[config.mk]
export PLATFORM = sky130hd
export DESIGN_NAME = spi_flash_bridge
export DESIGN_NICKNAME = d
export VERILOG_FILES = /design/src/rtl/spi_flash_bridge.sv
export SDC_FILE = /design/constraint.sdc
export NUM_CORES = 1
export LEC_CHECK = 0
export BUFFER_PORTS_ARGS = -buffer_cell sky130_fd_sc_hd__buf_2
export CAP_MARGIN = 25
export CORE_ASPECT_RATIO = 1.25
export CORE_MARGIN = 1.5
export CORE_UTILIZATION = 45
export CTS_CLUSTER_DIAMETER = 200
export DETAILED_ROUTE_END_ITERATION = 8
export PLACE_DENSITY = 0.66
export SLEW_MARGIN = 20
export SYNTH_ARGS = -nofsm -noshare
export SYNTH_HDL_FRONTEND = slang
export SYNTH_SLANG_ARGS = --single-unit
[constraint.sdc]
create_clock -name CLK -period 3.2 [get_ports CLK]
set_input_delay 0 -clock CLK [delete_from_list [all_inputs] [get_ports CLK]]
set_output_delay 0 -clock CLK [all_outputs]
set_load 0.02 [all_outputs]
[src/rtl/spi_flash_bridge.sv]
// rtl/spi_flash_bridge.sv - registered SPI pass-through from an external master to NUM_FLASH flash devices
// Optional write-enable guard while WP is high: define FLASH_WREN_GUARD_EN.
module spi_flash_bridge #(
  parameter int NUM_FLASH    = 2,
  parameter int SYNC_STAGES  = 2,
  parameter int GUARD_CYCLES = 4,
  localparam int SEL_W = (NUM_FLASH > 1) ? $clog2(NUM_FLASH) : 1
) (
  input  logic                 CLK,
  input  logic                 RESET_n,
  input  logic                 EXT_CS_n,
  input  logic                 EXT_CLK,
  input  logic                 EXT_DI,
  output logic                 EXT_DO,
  input  logic [SEL_W-1:0]     SEL,
  input  logic                 WP,
  output logic [NUM_FLASH-1:0] FLASH_CS_n,
  output logic                 FLASH_CLK,
  output logic                 FLASH_DI,
  input  logic [NUM_FLASH-1:0] FLASH_DO,
  output logic                 BUSY,
  output logic [7:0]           LAST_OPCODE,
  output logic [7:0]           LAST_BITS,
  output logic                 BLOCKED
);

  localparam int GC_W = (GUARD_CYCLES > 1) ? $clog2(GUARD_CYCLES) : 1;

  typedef enum logic [2:0] {IDLE, ACTIVE, GUARD_HI, GUARD_LO, RELEASE} state_t;

  logic [SYNC_STAGES-1:0] cs_sync, clk_sync, di_sync;
  logic                   cs_s, clk_s, di_s, cs_d, clk_d;
  logic                   cs_fall, cs_rise, clk_rise;

  state_t                 state;
  logic [SEL_W-1:0]       sel_q, sel_start;
  logic [NUM_FLASH-1:0]   cs_start;
  logic [7:0]             bit_cnt, cnt_nxt;
  logic [7:0]             op_sr, sr_nxt, op_pad;
  logic [GC_W-1:0]        gcnt;
  logic                   pending;
  logic                   guard;

  // Identical stage counts on all three inputs keep CLK/DI/CS relative timing intact.
  always_ff @(posedge CLK or negedge RESET_n) begin
    if (!RESET_n) begin
      cs_sync  <= '1;
      clk_sync <= '0;
      di_sync  <= '0;
      cs_d     <= 1'b1;
      clk_d    <= 1'b0;
    end else begin
      cs_sync  <= {cs_sync[SYNC_STAGES-2:0], EXT_CS_n};
      clk_sync <= {clk_sync[SYNC_STAGES-2:0], EXT_CLK};
      di_sync  <= {di_sync[SYNC_STAGES-2:0], EXT_DI};
      cs_d     <= cs_s;
      clk_d    <= clk_s;
    end
  end

  assign cs_s     = cs_sync[SYNC_STAGES-1];
  assign clk_s    = clk_sync[SYNC_STAGES-1];
  assign di_s     = di_sync[SYNC_STAGES-1];
  assign cs_fall  = cs_d & ~cs_s;
  assign cs_rise  = ~cs_d & cs_s;
  assign clk_rise = ~clk_d & clk_s;

  always_comb begin
    sel_start = SEL;
    if (32'(SEL) >= NUM_FLASH) sel_start = '0;
    for (int i = 0; i < NUM_FLASH; i++) cs_start[i] = (sel_start != SEL_W'(i));

    cnt_nxt = bit_cnt;
    sr_nxt  = op_sr;
    if (clk_rise) begin
      if (bit_cnt != 8'hFF) cnt_nxt = bit_cnt + 8'd1;
      if (bit_cnt < 8'd8)   sr_nxt  = {op_sr[6:0], di_s};
    end
    // Short commands are left-justified so the opcode reads as the first bits sent.
    op_pad = (cnt_nxt < 8'd8) ? (sr_nxt << (4'd8 - cnt_nxt[3:0])) : sr_nxt;

`ifdef FLASH_WREN_GUARD_EN
    guard = WP && (op_pad == 8'h06) && (cnt_nxt == 8'd8);
`else
    guard = WP & 1'b0;
`endif
  end

  always_ff @(posedge CLK or negedge RESET_n) begin
    if (!RESET_n) begin
      state       <= IDLE;
      sel_q       <= '0;
      bit_cnt     <= '0;
      op_sr       <= '0;
      gcnt        <= '0;
      pending     <= 1'b0;
      FLASH_CS_n  <= '1;
      FLASH_CLK   <= 1'b0;
      FLASH_DI    <= 1'b0;
      EXT_DO      <= 1'b0;
      BUSY        <= 1'b0;
      LAST_OPCODE <= '0;
      LAST_BITS   <= '0;
      BLOCKED     <= 1'b0;
    end else begin
      EXT_DO <= 1'b0;
      case (state)
        IDLE: begin
          FLASH_CLK <= clk_s;
          FLASH_DI  <= di_s;
          pending   <= 1'b0;
          // A start seen during guard/release is honoured only if CS is still low.
          if (cs_fall || (pending && !cs_s)) begin
            sel_q      <= sel_start;
            bit_cnt    <= '0;
            op_sr      <= '0;
            FLASH_CS_n <= cs_start;
            BUSY       <= 1'b1;
            state      <= ACTIVE;
          end
        end
        ACTIVE: begin
          FLASH_CLK <= clk_s;
          FLASH_DI  <= di_s;
          EXT_DO    <= FLASH_DO[sel_q];
          bit_cnt   <= cnt_nxt;
          op_sr     <= sr_nxt;
          if (cs_rise) begin
            LAST_OPCODE <= op_pad;
            LAST_BITS   <= cnt_nxt;
            if (guard) begin
              FLASH_CLK <= 1'b1;
              FLASH_DI  <= 1'b0;
              gcnt      <= '0;
              state     <= GUARD_HI;
            end else begin
              FLASH_CS_n <= '1;
              BUSY       <= 1'b0;
              state      <= RELEASE;
            end
          end
        end
        GUARD_HI: begin
          if (cs_fall) pending <= 1'b1;
          if (gcnt == GC_W'(GUARD_CYCLES - 1)) begin
            gcnt      <= '0;
            FLASH_CLK <= 1'b0;
            state     <= GUARD_LO;
          end else begin
            gcnt <= gcnt + GC_W'(1);
          end
        end
        GUARD_LO: begin
          if (cs_fall) pending <= 1'b1;
          // The extra clock makes the flash see a 9-bit command and drop it.
          if (gcnt == GC_W'(GUARD_CYCLES - 1)) begin
            gcnt       <= '0;
            BLOCKED    <= 1'b1;
            FLASH_CS_n <= '1;
            FLASH_CLK  <= clk_s;
            FLASH_DI   <= di_s;
            BUSY       <= 1'b0;
            state      <= RELEASE;
          end else begin
            gcnt <= gcnt + GC_W'(1);
          end
        end
        RELEASE: begin
          FLASH_CLK <= clk_s;
          FLASH_DI  <= di_s;
          if (cs_fall) pending <= 1'b1;
          state <= IDLE;
        end
        default: state <= IDLE;
      endcase
    end
  end

endmodule

# Yosys cells after proc, flatten, opt, wreduce, memory -nomap -nowiden
# Index checks and enable logic that the tools add are counted.
# op_classes
n_addsub,3
order_cmp,3
eq_ne,11
shift,1
mux,31
n_bitwise,7
reduce_logical,21
# op_table
op,count
8-bit two-way mux,6
8-bit case mux with 2 select lines,2
8-bit by 4-bit less-than comparator with 1-bit output (second input constant),2
3-bit two-way mux,4
3-bit case mux with 4 select lines,1
2-bit AND reduction,6
1-bit two-way mux,9
8-bit by 1-bit adder with 8-bit output (second input constant),1
2-bit two-way mux,4
2-bit != test (second input constant),4
8-bit != test (second input constant),1
4-bit AND reduction,2
8-bit by 4-bit left shift with 8-bit output,1
3-bit by 2-bit == test with 1-bit output (second input constant),2
1-bit case mux with 3 select lines,2
2-bit case mux with 3 select lines,1
2-bit nonzero test,3
3-bit nonzero test,2
3-bit OR reduction,2
1-bit inverter,4
1-bit case mux with 2 select lines,2
4-bit subtractor (first input constant),1
1-bit AND,3
3-bit by 1-bit == test with 1-bit output (second input constant),1
11 further kinds,11
# totals
register_bits,54
in_bits,9
output_inout_bits,23
elab_cells,96

# Depth between registers and ports, before layout
# depth
word_depth,6
ltp_mapped,13
ltp_nobuf,11

# Least setup slack after synthesis
# Ideal clock, no wire load.
# synth_path
path_type,flip-flop to flip-flop
from,register bit_cnt[0]
to,register LAST_OPCODE[6]
setup_ns,0.088
t_arrival_ns,2.699
required_time_ns,3.112
slack_ns,0.413
stages_incl_launch_ff,12
path_buffers,1
synth_period_minus_slack_ns,2.787
cell_sequence,dfrtp_1 -> ha_1 -> and4_2 -> a211oi_2 -> or2_1 -> buf_6 -> inv_1 -> ha_1 -> or3_1 -> a2111oi_0 -> a31oi_1 -> o211ai_1
# synth_via
elab_chain_len,6
word_cells_on_any_way,11
cone_classes,2 x add/sub; 2 x order compare; 1 x eq/ne; 1 x shift; 5 x mux
# synth_lines
item,line,source
from (decl),38,"logic [7:0] bit_cnt, cnt_nxt;"
from (signal assigned),126,bit_cnt <= cnt_nxt;
8-bit by 1-bit adder with 8-bit output or 8-bit != test (tied branches),76,if (bit_cnt != 8'hFF) cnt_nxt = bit_cnt + 8'd1;
8-bit two-way mux,76,
8-bit two-way mux,75,if (clk_rise) begin
4-bit subtractor,80,op_pad = (cnt_nxt < 8'd8) ? (sr_nxt << (4'd8 - cnt_nxt[3:0])) : sr_nxt;
8-bit by 4-bit left shift with 8-bit output,80,
8-bit two-way mux (*),80,
to (signal assigned),129,LAST_OPCODE <= op_pad;
to (decl),22,"output logic [7:0] LAST_OPCODE,"
# Mark *: on every way between the ends. The rest lies on a longest branch, timed or not.
# A chain may end at the register's enable or synchronous reset.

# Worst setup path after layout
# layout_path
from,register bit_cnt[1]
to,register LAST_OPCODE[2]
# The elaborated chain is that of the path after synthesis.

==> results.py <==
metrics = {
    "critical_path": {
        "ff2ff_setup_slack_ns": 0.18,
        "critical_path.most_common_cell": "ha_1",
        "crit_fanout": 6,
        "cpMaxStageDelayCell": "or3_1",
        "path_class": "register to register",
        "cp-end-kind": "register",
        "critPathLaunchType": "register",
        "reg2regPathDepth": 10,
        "path_cells": "ha_1 -> and4_2 -> a211oi_2 -> or2_1 -> inv_1 -> ha_1 -> or3_1 -> o21a_1 -> a2111oi_2 -> o22a_1",
        "rr_startpoint": "bit_cnt[1]",
        "cp-startpoint": "bit_cnt[1]",
        "slowest_delay_ns": 0.48,
        "timing.rr.end": "LAST_OPCODE[2]",
        "critPathRequiredTime_ns": 3.46,
        "cp.arrival_ns": 3.28,
    },
    "synth": {
        "synth-compound-area-share_pct": 25.9,
        "ys_types": 72,
        "synth_top_family_by_area": "compound AO/OA/AOI/OAI gates",
        "synth_top_cells_by_count": "dfrtp_1, nand2_1, nor2_1",
        "yosys-top-cells-area": "dfrtp_1, nand2_1, a21oi_1",
        "syn_nets": 362,
        "yosysTopAreaCell": "dfrtp_1",
        "synth_top_area_share_pct": 37.8,
        "ys_async_sr_fraction_pct": 100,
        "synthCells": 350,
        "synth_mux_area_share_pct": 4.55,
        "seq_area_frac_synth_pct": 41.8,
        "ys_ff_latch": 54,
        "synth_fa_ha_area_share_pct": 1.16,
        "ys_warn_count": 0,
        "synth_xor_area_share_pct": 0.539,
        "syn_area_per_cell_um2": 9.28,
        "netlist_area_mm2": 0.00325,
        "yosysMostFrequentCell": "dfrtp_1",
        "synthFlopType": "dfrtp_1",
        "yosys.area_share.simple_pct": 21.1,
        "synth_edf_count": 0,
    },
    "place": {
        "hpwl_mm": 6.13,
        "dpl_worst_slack_ns": 0.200,
        "gp_congestion": 0.972,
        "post-place-cells": 465,
        "port_buffers": 30,
    },
    "clock_tree": {
        "path_clk_slew_ns": 0.10,
        "cts_tree": "built",
        "cts_sinks": 54,
        "clk-insertion-delay-late_ns": 0.31,
        "clockBufferDepth": 2,
        "cts-root-buf": "clkbuf_8",
        "htree_levels": 2,
        "cts_buffers": 5,
    },
    "timing": {
        "hold_ws_ns": 0.186,
        "rsz0062_at_grt": "no",
        "fmax_ghz": 0.331,
        "fin_setup_tns_ns": 0,
        "finClkSkew_ns": 0.00892,
        "setup_viol": 0,
        "layout_setup_ws_ns": 0.178,
        "tightest_slew_ns": 0.786,
        "post-route-min-period_ns": 3.02,
        "slew_headroom_pct": 47.6,
        "drv_slew": 0,
        "final-hold-violation-count": 0,
        "fin_crit_sh_pct": 94.4,
    },
    "power": {
        "p_sw_share_pct": 43.9,
        "p_switching_w": 0.00122,
        "powerDensity_mw_per_mm2": 757,
        "vdd_drop_max_v": 0.000422,
        "clkPwrFrac_pct": 16.6,
        "seqPwrFrac_pct": 34.3,
        "p_comb_share_pct": 49.1,
        "p_leak_nw": 1.60,
        "p_int_w": 0.00156,
    },
    "hold_path": {
        "hp-class": "primary input to asynchronous set/reset pin",
    },
    "finish": {
        "final_cells": 480,
        "finish.utilization_pct": 52.8,
        "synthToLayoutAreaGrowth_pct": 13.4,
        "ff_latch_area_mm2": 0.00136,
        "drive_gt1_share_pct": 21.3,
        "final_nets": 401,
        "multi_input_area_mm2": 0.00173,
        "n_antenna_cell": 0,
        "num-fill-cells": 687,
    },
    "route": {
        "drc": 0,
        "route.detailed.wl_per_inst_um": 17.2,
        "totalWireLength_mm": 8.24,
        "drt-initial-drc-count": 235,
        "via_per_inst": 6.00,
        "antenna_left": 0,
        "vias": 2879,
        "firstDrtPassIters": 6,
    },
    "die": {
        "die_w_um": 79.0,
        "row_count": 34,
        "die-area_mm2": 0.00774,
        "core-area_mm2": 0.00698,
        "die_h_um": 98.0,
        "start_util_pct": 46.5,
        "ioPinCount": 32,
    },
    "status": {
        "status": "completed",
    },
    "job": {
        "drv_cap": 0,
    },
    "global_routing": {
        "grt_max_degree": 32,
        "grt_overflow": 0,
        "antenna_found_initial": 0,
        "grt_pass1_wl_mm": 13.6,
        "grt_pass1_vias": 2616,
        "grt_usage_pct": 22.7,
    },
}
[metal layers]
metal  GRT usage, %  routed length (um)  up-vias
met5              0                   0        -
met4           6.75                 180        0
met3           2.90                 364       13
met2           36.9                3950       97
met1           31.4                3740     1387
li1               -                   -     1382
[stage by stage]
step                      instance area (um2)  power, W
after global placement                   3490   0.00231
final                                    3680   0.00279
after floorplan                          3250   0.00189
after CTS                                3670   0.00279
after detailed placement                 3490   0.00231
after global routing                     3680   0.00298
[worst max-delay path: cells and delay by family (launching register included)]
family	cells	cell delay [ns]
AO/OA/AOI/OAI	4	1.01
AND/OR/NAND/NOR	3	0.93
flip-flops	1	0.46
adder cells (fa/ha/maj)	2	0.49
buffers and inverters	1	0.09
[final cells by class]
type	count	share of cell area (%)
Clock inverter	2	1.02
Clock buffer	6	1.97
Inverter	9	0.918
Multi-Input combinational cell	267	47.1
Sequential cell	54	36.9
Tap cell	90	3.06
Timing Repair Buffer	52	9.04
[state kept, by name, summed over array words and instances, names as in the netlist, 2 cells and up]
signal	count
cs_sync	2
gcnt	2
bit_cnt	8
LAST_OPCODE	8
op_sr	8
clk_sync	2
LAST_BITS	8
di_sync	2
FLASH_CS_n	2
state	3
[power by group through the flow]
stage	combinational, W	clock, W	sequential, W
2_1_floorplan	0.000862	0	0.00103
3_3_place_gp	0.00134	0	0.000964
3_5_place_dp	0.00134	0	0.000966
4_1_cts	0.00136	0.000477	0.000955
5_1_grt	0.00151	0.000499	0.000974
6_report	0.00137	0.000462	0.000955
[placed cells by master, fill, tap and decap left out, types with 6 or more instances in the layout]
master,count
nor3_1,7
buf_2,30
dfrtp_1,49
a21oi_1,28
nand2_1,40
a211oi_1,8
o21ai_0,23
mux2_2,6
buf_4,15
dlygate4sd3_1,7
mux2i_1,8
nand3_1,6
nor2_1,29
inv_1,9
a22o_1,8
[logic make-up (layout without fill, tap and decap cells)]
family | count (synthesis) | count (layout)
XOR/XNOR | 2 | 2
adder cells (fa/ha/maj) | 3 | 3
flip-flops | 54 | 54
buffers and inverters | 29 | 69
AND/OR/NAND/NOR | 127 | 127
multiplexers | 14 | 14
AO/OA/AOI/OAI | 121 | 121
[worst max path at each step]
stage	to	cells after the start
floorplan	LAST_OPCODE[6]	11
global placement	LAST_OPCODE[2]	10
detailed placement	LAST_OPCODE[6]	10
CTS	LAST_OPCODE[6]	10
global route	LAST_OPCODE[2]	10
finish	LAST_OPCODE[2]	10
[repair_timing]
action / 4_1_cts / 5_1_grt
hold buffers: 7 / 0
gates resized for setup: 0 / 2
hold endpoints to repair: 30 / 0
setup buffers: 0 / 0
endpoints found under the setup margin: 0 / 1
No activity file was read; power rests on OpenSTA's default activity.
